File: config.mk
export PLATFORM = sky130hd
export DESIGN_NAME = mem_access_stage
export DESIGN_NICKNAME = d
export VERILOG_FILES = /design/src/rtl/rv_mem_pkg.sv /design/src/rtl/dmem_ram.sv /design/src/rtl/mem_access_stage.sv
export SDC_FILE = /design/constraint.sdc
export NUM_CORES = 2
export LEC_CHECK = 0
export BUFFER_PORTS_ARGS = -buffer_cell sky130_fd_sc_hd__buf_2
export CORE_AREA = 2 2 449 451
export DETAILED_ROUTE_END_ITERATION = 6
export DIE_AREA = 0 0 451 453
export PLACE_DENSITY = 0.68
export SKIP_CTS_REPAIR_TIMING = 1
export SYNTH_ARGS = -nofsm -noshare
export SYNTH_HDL_FRONTEND = slang
export SYNTH_SLANG_ARGS = --single-unit
File: constraint.sdc
create_clock -name clk -period 4.3 [get_ports clk]
set_input_delay 0.43 -clock clk [delete_from_list [all_inputs] [get_ports clk]]
set_output_delay 0.43 -clock clk [all_outputs]
set_load 0.02 [all_outputs]
File: src/rtl/rv_mem_pkg.sv
// Shared MEM-stage types: funct3 sizing, FSM states, MMIO address.
// Load extension helper used by mem_access_stage.
package rv_mem_pkg;

  localparam logic [2:0] F3_B  = 3'b000;
  localparam logic [2:0] F3_H  = 3'b001;
  localparam logic [2:0] F3_W  = 3'b010;
  localparam logic [2:0] F3_BU = 3'b100;
  localparam logic [2:0] F3_HU = 3'b101;

  localparam logic [7:0] MMIO_ADDR = 8'hFC;

  typedef enum logic {
    IDLE,
    LOAD_WAIT
  } mem_state_t;

  function automatic logic [31:0] load_ext(
    input logic [31:0] w,
    input logic [2:0]  f3,
    input logic [1:0]  lane
  );
    logic [31:0] sh;
    logic [31:0] r;
    sh = w >> {lane, 3'b000};
    unique case (f3)
      F3_B:    r = {{24{sh[7]}}, sh[7:0]};
      F3_H:    r = {{16{sh[15]}}, sh[15:0]};
      F3_BU:   r = {24'h0, sh[7:0]};
      F3_HU:   r = {16'h0, sh[15:0]};
      default: r = w;
    endcase
    return r;
  endfunction

endpackage

File: src/rtl/dmem_ram.sv
// Word-organised data RAM: synchronous read, byte-enabled write.
// Contents are never reset.
module dmem_ram #(
  parameter int DEPTH_WORDS = 64,
  parameter int AW = $clog2(DEPTH_WORDS)
) (
  input  logic          clk,
  input  logic          we,
  input  logic [3:0]    be,
  input  logic          re,
  input  logic [AW-1:0] addr,
  input  logic [31:0]   wdata,
  output logic [31:0]   rdata
);

  logic [31:0] mem [DEPTH_WORDS];

  always_ff @(posedge clk) begin
    for (int i = 0; i < 4; i++) begin
      if (we && be[i]) begin
        mem[addr][i*8 +: 8] <= wdata[i*8 +: 8];
      end
    end
    if (re) begin
      rdata <= mem[addr];
    end
  end

endmodule

File: src/rtl/mem_access_stage.sv
// RV32I MEM stage: byte-addressed loads/stores with one-cycle load wait.
// Optional DMEM_MMIO_EN maps word 0xFC to the io_out register.
module mem_access_stage
  import rv_mem_pkg::*;
#(
  parameter int ADDR_W      = 8,
  parameter int DEPTH_WORDS = 64
) (
  input  logic        clk,
  input  logic        reset,
  input  logic        memread,
  input  logic        memwrite,
  input  logic [2:0]  f3,
  input  logic [31:0] aluresult,
  input  logic [31:0] bmux_result,
  output logic [31:0] load_data,
  output logic        load_valid,
  output logic        stall,
  output logic        misaligned,
  output logic        err_sticky
`ifdef DMEM_MMIO_EN
  ,
  output logic [31:0] io_out
`endif
);

  localparam int AW = $clog2(DEPTH_WORDS);

  mem_state_t state_q, state_d;

  logic [ADDR_W-1:0] addr;
  logic [1:0]  lane;
  logic        legal_f3, align_ok, is_w, is_h;
  logic        do_store, do_load, ram_we, mmio_hit;
  logic [3:0]  be;
  logic [31:0] wdata, rdata, src_word, ext_word, hold_q;
  logic [2:0]  f3_q;
  logic [1:0]  lane_q;
  logic        unused_hi;

  assign addr      = aluresult[ADDR_W-1:0];
  assign lane      = addr[1:0];
  assign unused_hi = ^aluresult[31:ADDR_W];
  assign is_w      = f3[1:0] == 2'b10;
  assign is_h      = f3[1:0] == 2'b01;

  always_comb begin
    legal_f3 = f3 inside {F3_B, F3_H, F3_W, F3_BU, F3_HU};
    align_ok = 1'b1;
    be       = 4'b0001 << lane;
    wdata    = {4{bmux_result[7:0]}};
    unique case (1'b1)
      is_w: begin
        align_ok = lane == 2'b00;
        be       = 4'b1111;
        wdata    = bmux_result;
      end
      is_h: begin
        align_ok = ~lane[0];
        be       = lane[1] ? 4'b1100 : 4'b0011;
        wdata    = {2{bmux_result[15:0]}};
      end
      default: ;
    endcase
  end

  // Inputs are don't-care in LOAD_WAIT: upstream is replaying the same load.
  always_comb begin
    misaligned = 1'b0;
    do_store   = 1'b0;
    do_load    = 1'b0;
    if (state_q == IDLE && (memread || memwrite)) begin
      misaligned = ~(legal_f3 && align_ok);
      do_store   = memwrite && !misaligned;
      do_load    = memread && !memwrite && !misaligned;
    end
  end

`ifdef DMEM_MMIO_EN
  logic mmio_q;

  assign mmio_hit = (addr >> 2) == (ADDR_W'(MMIO_ADDR) >> 2);
  assign src_word = mmio_q ? io_out : rdata;

  always_ff @(posedge clk) begin
    if (do_load) begin
      mmio_q <= mmio_hit;
    end
  end

  always_ff @(posedge clk) begin
    if (reset) begin
      io_out <= '0;
    end else if (do_store && mmio_hit) begin
      for (int i = 0; i < 4; i++) begin
        if (be[i]) begin
          io_out[i*8 +: 8] <= wdata[i*8 +: 8];
        end
      end
    end
  end
`else
  assign mmio_hit = 1'b0;
  assign src_word = rdata;
`endif

  assign ram_we = do_store && !mmio_hit;

  dmem_ram #(
    .DEPTH_WORDS(DEPTH_WORDS),
    .AW(AW)
  ) u_ram (
    .clk  (clk),
    .we   (ram_we),
    .be   (be),
    .re   (do_load),
    .addr (addr[AW+1:2]),
    .wdata(wdata),
    .rdata(rdata)
  );

  always_ff @(posedge clk) begin
    if (reset) begin
      state_q <= IDLE;
    end else begin
      state_q <= state_d;
    end
  end

  always_comb begin
    state_d = state_q;
    unique case (state_q)
      IDLE:      if (do_load) state_d = LOAD_WAIT;
      LOAD_WAIT: state_d = IDLE;
      default:   state_d = IDLE;
    endcase
  end

  always_ff @(posedge clk) begin
    if (do_load) begin
      f3_q   <= f3;
      lane_q <= lane;
    end
  end

  assign ext_word   = load_ext(src_word, f3_q, lane_q);
  assign load_valid = (state_q == LOAD_WAIT) && !reset;
  assign stall      = do_load && !reset;
  assign load_data  = load_valid ? ext_word : hold_q;

  always_ff @(posedge clk) begin
    if (reset) begin
      hold_q     <= '0;
      err_sticky <= 1'b0;
    end else begin
      if (state_q == LOAD_WAIT) hold_q <= ext_word;
      if (misaligned) err_sticky <= 1'b1;
    end
  end

endmodule

Yosys cells after proc, flatten, opt, wreduce, memory -nomap -nowiden:

Memory sizes are Yosys's and may differ from the RTL's. A register that Yosys moved wholly into a read port is not among the register bits.
Index checks and enable logic that the tools add are counted.

* memories kept: 1
* output and inout bits: 36
* register bits: 39
* memory bits (writable): 2048

* reduce and logical (&&, ||, !) cells: 18
* bitwise operators: 3
* mux-type cells: 19
* shift-type cells: 2
* equality and inequality tests: 9

Memories
* u_ram.mem: depth 64, bits a word 32, read ports 1, clocked after Yosys merged registers in 1, wr ports 1, line dmem_ram.sv:16 `logic [31:0] mem [DEPTH_WORDS];`

Operator list (count)
* $pmux W32 S4: 1
* $pmux W32 S2: 1
* $mux W32: 1
* $shr A32 B5 Y16: 1
* $eq A3 B3 Y1 const B: 4
* $mux W1: 12
* $logic_and A1 B1 Y1: 11
* $pmux W4 S2: 1
* $eq A3 B1 Y1 const B: 2
* $logic_not A3 Y1: 2
* $reduce_bool A5 Y1: 1
* $mux W4: 1
* $pmux W1 S2: 2
* $shl A1 B2 Y4 const A: 1
* $eq A3 B2 Y1 const B: 1
* $not A1 Y1: 3
* $eq A2 B1 Y1 const B: 1
* $eq A2 B2 Y1 const B: 1
* $logic_not A1 Y1: 2
* $logic_not A2 Y1: 1
* $logic_or A1 B1 Y1: 1

Depth between registers and ports, before layout:

* word-level depth: 8
* mapped depth: 12
* mapped depth without buffers: 8

Cells and area by module:

Synthesis repeated with hierarchy kept, for this count alone.

* cells, all modules: 5048
* area, all modules: 82499.1 sq um

Modules (own cells, without submodules)
* dmem_ram: cells an instance 4646, sequential area each 62459.9 sq um, area an instance 79368.6 sq um, instances 1
* mem_access_stage: cells an instance 402, sequential area each 830.8 sq um, area an instance 3130.5 sq um, instances 1

Least setup slack after synthesis:

Ideal clock, no wire load.

* path kind: input to register
* start: in f3[0]
* end: mem u_ram.mem[0][14], data pin
* library setup time: 0.702 ns
* required time: 3.598 ns
* data arrival time: 3.790 ns
* setup slack: -0.191 ns
* stages: 5
* path through: inv_1 ha_1 clkbuf_1 clkbuf_1 o21ai_0

* word-level cells in the longest chain between the ends: 2

Ends and longest elaborated chain
* from (decl): line mem_access_stage.sv:13 `input logic [2:0] f3,`
* $eq A2 B1 Y1 or $eq A2 B2 Y1 (tied branches): line mem_access_stage.sv:45, mem_access_stage.sv:44
* $pmux W32 S2 (*): line mem_access_stage.sv:52 `unique case (1'b1)`
* net u_ram.wdata[14]: line dmem_ram.sv:12 `input logic [31:0] wdata,`
* to (decl): line dmem_ram.sv:16

Mark *: on every way through the listed nets, which the timed path passes. The rest lies on a longest branch.

Worst setup path in the final report:

* start: reg lane_q[1]
* end: out load_data[30]

* word-level cells in the longest chain between the ends: 3

Ends and longest elaborated chain
* from (decl): line mem_access_stage.sv:38 `logic [1:0] lane_q;`
* from (signal assigned): line mem_access_stage.sv:142 `lane_q <= lane;`
* $shr A32 B5 Y16: line rv_mem_pkg.sv:25 `sh = w >> {lane, 3'b000};`
* $pmux W32 S4: line rv_mem_pkg.sv:26 `unique case (f3)`
* $mux W32: line mem_access_stage.sv:149 `assign load_data = load_valid ? ext_word : hold_q;`
* to (decl): line mem_access_stage.sv:16 `output logic [31:0] load_data,`

Every way passes these cells.

==> impl_metrics.yaml <==
worst_setup_path:
  worstPathRequired_ns: 3.87
  crit_fanout: 32
  critPathKind: "flip-flop to output port"
  cp.arrival_ns: 3.52
  endpoint_kind: "output port"
  startpoint_type: "flip-flop"
placed_design:
  dp_hpwl_mm: 174
  pre_cts_ws_ns: 0.604
  numPortBuffers: 82
  placed_cells: 7814
  routabilityCongestion: 0.953
sta:
  layout_setup_ws_ns: 0.353
  setup_viol: 0
  rsz0062_at_grt: "false"
  clock_skew_ns: 0.0379
  slew_headroom: 0.0894
  hold_viol_final: 0
  slew_viol_final: 0
  fin_crit_sh: 0.918
  post-route-min-period_ns: 3.95
  max_freq_mhz: 253
  worstMarginPinSlew_ns: 1.36
power_and_ir_drop:
  power_density_mw_per_mm2: 444
  vdd_ir_drop_max_mv: 0.366
  total_leakage_power_uw: 0.0307
floorplanning:
  io_pins: 107
  fp.dieArea_mm2: 0.204
  coreArea_mm2: 0.199
  initial_core_util: 0.419
  die_w_um: 451
  num_rows: 164
  die_h_um: 453
grt:
  grt_use_total: 0.263
  antenna_found_initial: 22
  first_global_vias: 49100
  grt_overflow: 0
  grt_max_degree: 71
  grt_pass1_wl_mm: 379
clock_network:
  cts_sinks: 2119
  cts_root_buf: "clkbuf_16"
  cts_tree: "built"
  htree_levels: 4
  path_clk_slew_ns: 0.06
  cts_inserted_buffers: 200
  clock_latency_ns: 0.86
  cts_max_path_buffers: 3
synth:
  syn_area_mm2: 0.0835
  synth_edf_count: 2085
  yosysUniqueCellTypes: 68
  ys_seq_area_frac: 0.758
  yosys_warnings: 0
  synth_seq_cells: 2119
  synth.avg_cell_area_um2: 17.1
  synthCells: 4885
  synthFlopType: "edfxtp_1"
  synthArstFlopShare: 0
  syn-num-nets: 4959
flow_run:
  cap_violations: 0
run_status:
  violations: "design-rule violations"
  status: "complete, but fails checks"
detailed_routing:
  vias: 52700
  dr.pass1.iters: 7
  routed_wl_mm: 276
  wl_per_cell_um: 33.6
  postRouteAntennaNets: 0
  viasPerCell: 6.42
  route.detailed.drc: 4
  drt_iter0_markers: 9308
hold_path:
  hold_path.class: "primary input to flip-flop"
final_layout:
  final_nets: 5440
  area_delta_synth_final_pct: 15.8
  final_cells: 8197
  seq_area_mm2: 0.0633
  final_common_cell: "edfxtp_1"
  layout-drive-gt1-share: 0.232
  fillCellCount: 16200
  multi_input_area_mm2: 0.0186
  layout_common_cells: "edfxtp_1, buf_4, nor2_1"
  fin_util: 0.485
## critical path, stage by stage (launching register included)
cell and delay (ns):
edfxtp_1 0.64, nor2b_1 0.53, o2bb2ai_1 0.18, nand2_1 0.09
a211o_1 0.64, a31oi_1 0.38, buf_2 0.21
## logic make-up after synthesis
family          after synthesis  share of synthesized area
buf+inv                     379                     0.0228
simple gates                714                     0.0361
mux                         553                     0.0857
compound gates             1117                     0.0966
flops                      2119                      0.758
fa+ha+maj                     3                   0.000450
## sequential cells by signal, summed over array words and instances, names as in the netlist
register,cells
err_sticky,1
f3_q,3
u_ram.mem,2048
lane_q,2
state_q,1
u_ram.rdata,32
hold_q,32
## where the power goes
part	internal [uW]	leakage (uW)	switching, uW
Clock	9280	0.00301	7550
Sequential	23000	0.0182	35.2
Combinational	835	0.00949	2200
## layout make-up
type,count,area share
Multi-Input combinational cell,2387,0.193
Clock buffer,248,0.0548
Clock inverter,117,0.00868
Antenna cell,12,0.000311
Tap cell,2656,0.0344
Sequential cell,2119,0.655
Timing Repair Buffer,641,0.0535
Inverter,17,0.000777
## layer usage
layer  GRT usage  routed length [um]
met1       0.341               97200
met2       0.382              119000
met3      0.0895               41000
met4       0.156               18400
met5     0.00187                 208
## path summary, 6_finish.rpt
path	start	to	slack, ns	cells past startpoint
max	lane_q[1]$_DFFE_PP_	load_data[30]	0.35	6
min	reset	err_sticky$_SDFFE_PP0P_	0.009	2
max reg2reg	state_q$_SDFF_PP0_	u_ram.mem[55][22]$_DFFE_PP_	1.68	4
min reg2reg	hold_q[1]$_SDFFE_PP0P_	hold_q[1]$_SDFFE_PP0P_	0.45	2
## cell usage after synthesis, types with 5 or more instances
cell       number  area (um^2)
edfxtp_1     2085        62600
a221oi_1      190         1660
a222oi_1       33          330
dfxtp_1        34          681
a22oi_1       169         1270
nor2_1        407         1530
nand3_1        27          135
a211oi_1       16          120
nor3_1          6         30.0
mux2i_1       226         2260
mux2_1         15          169
a21oi_1       174          871
nand2_1       182          683
nor3b_1         5         37.5
clkbuf_1      150          563
nand2b_1       12         75.1
buf_1          27          101
a22o_1         50          438
o22a_1         13          114
o2bb2ai_1      16          140
o21ai_0       149          746
and2_1          6         37.5
nand4_1        17          106
mux2_2        205         2310
buf_2         113          566
buf_6          18          203
or4_1           6         45.0
a311oi_1       23          201
nor2b_1        12         75.1
a221o_1        69          691
a31oi_1        42          263
a21o_1         20          150
inv_1          13         48.8
mux4_2        107         2410
buf_4          54          405
o221ai_1       18          158
o22ai_1       110          688
## per-stage QoR
step | hold WS (ns) | power [uW] | cell area (um^2) | TNS, ns
after global placement | 0.433 | 26400 | 90400 | 0
after CTS | -0.230 | 42800 | 96500 | 0
after detailed placement | 0.436 | 26400 | 90400 | 0
final | 0.00871 | 42900 | 96600 | 0
after global routing | 0.00858 | 43800 | 96600 | 0
after floorplan | 0.423 | 25000 | 83500 | -48.84
No activity file was read; power rests on OpenSTA's default activity.
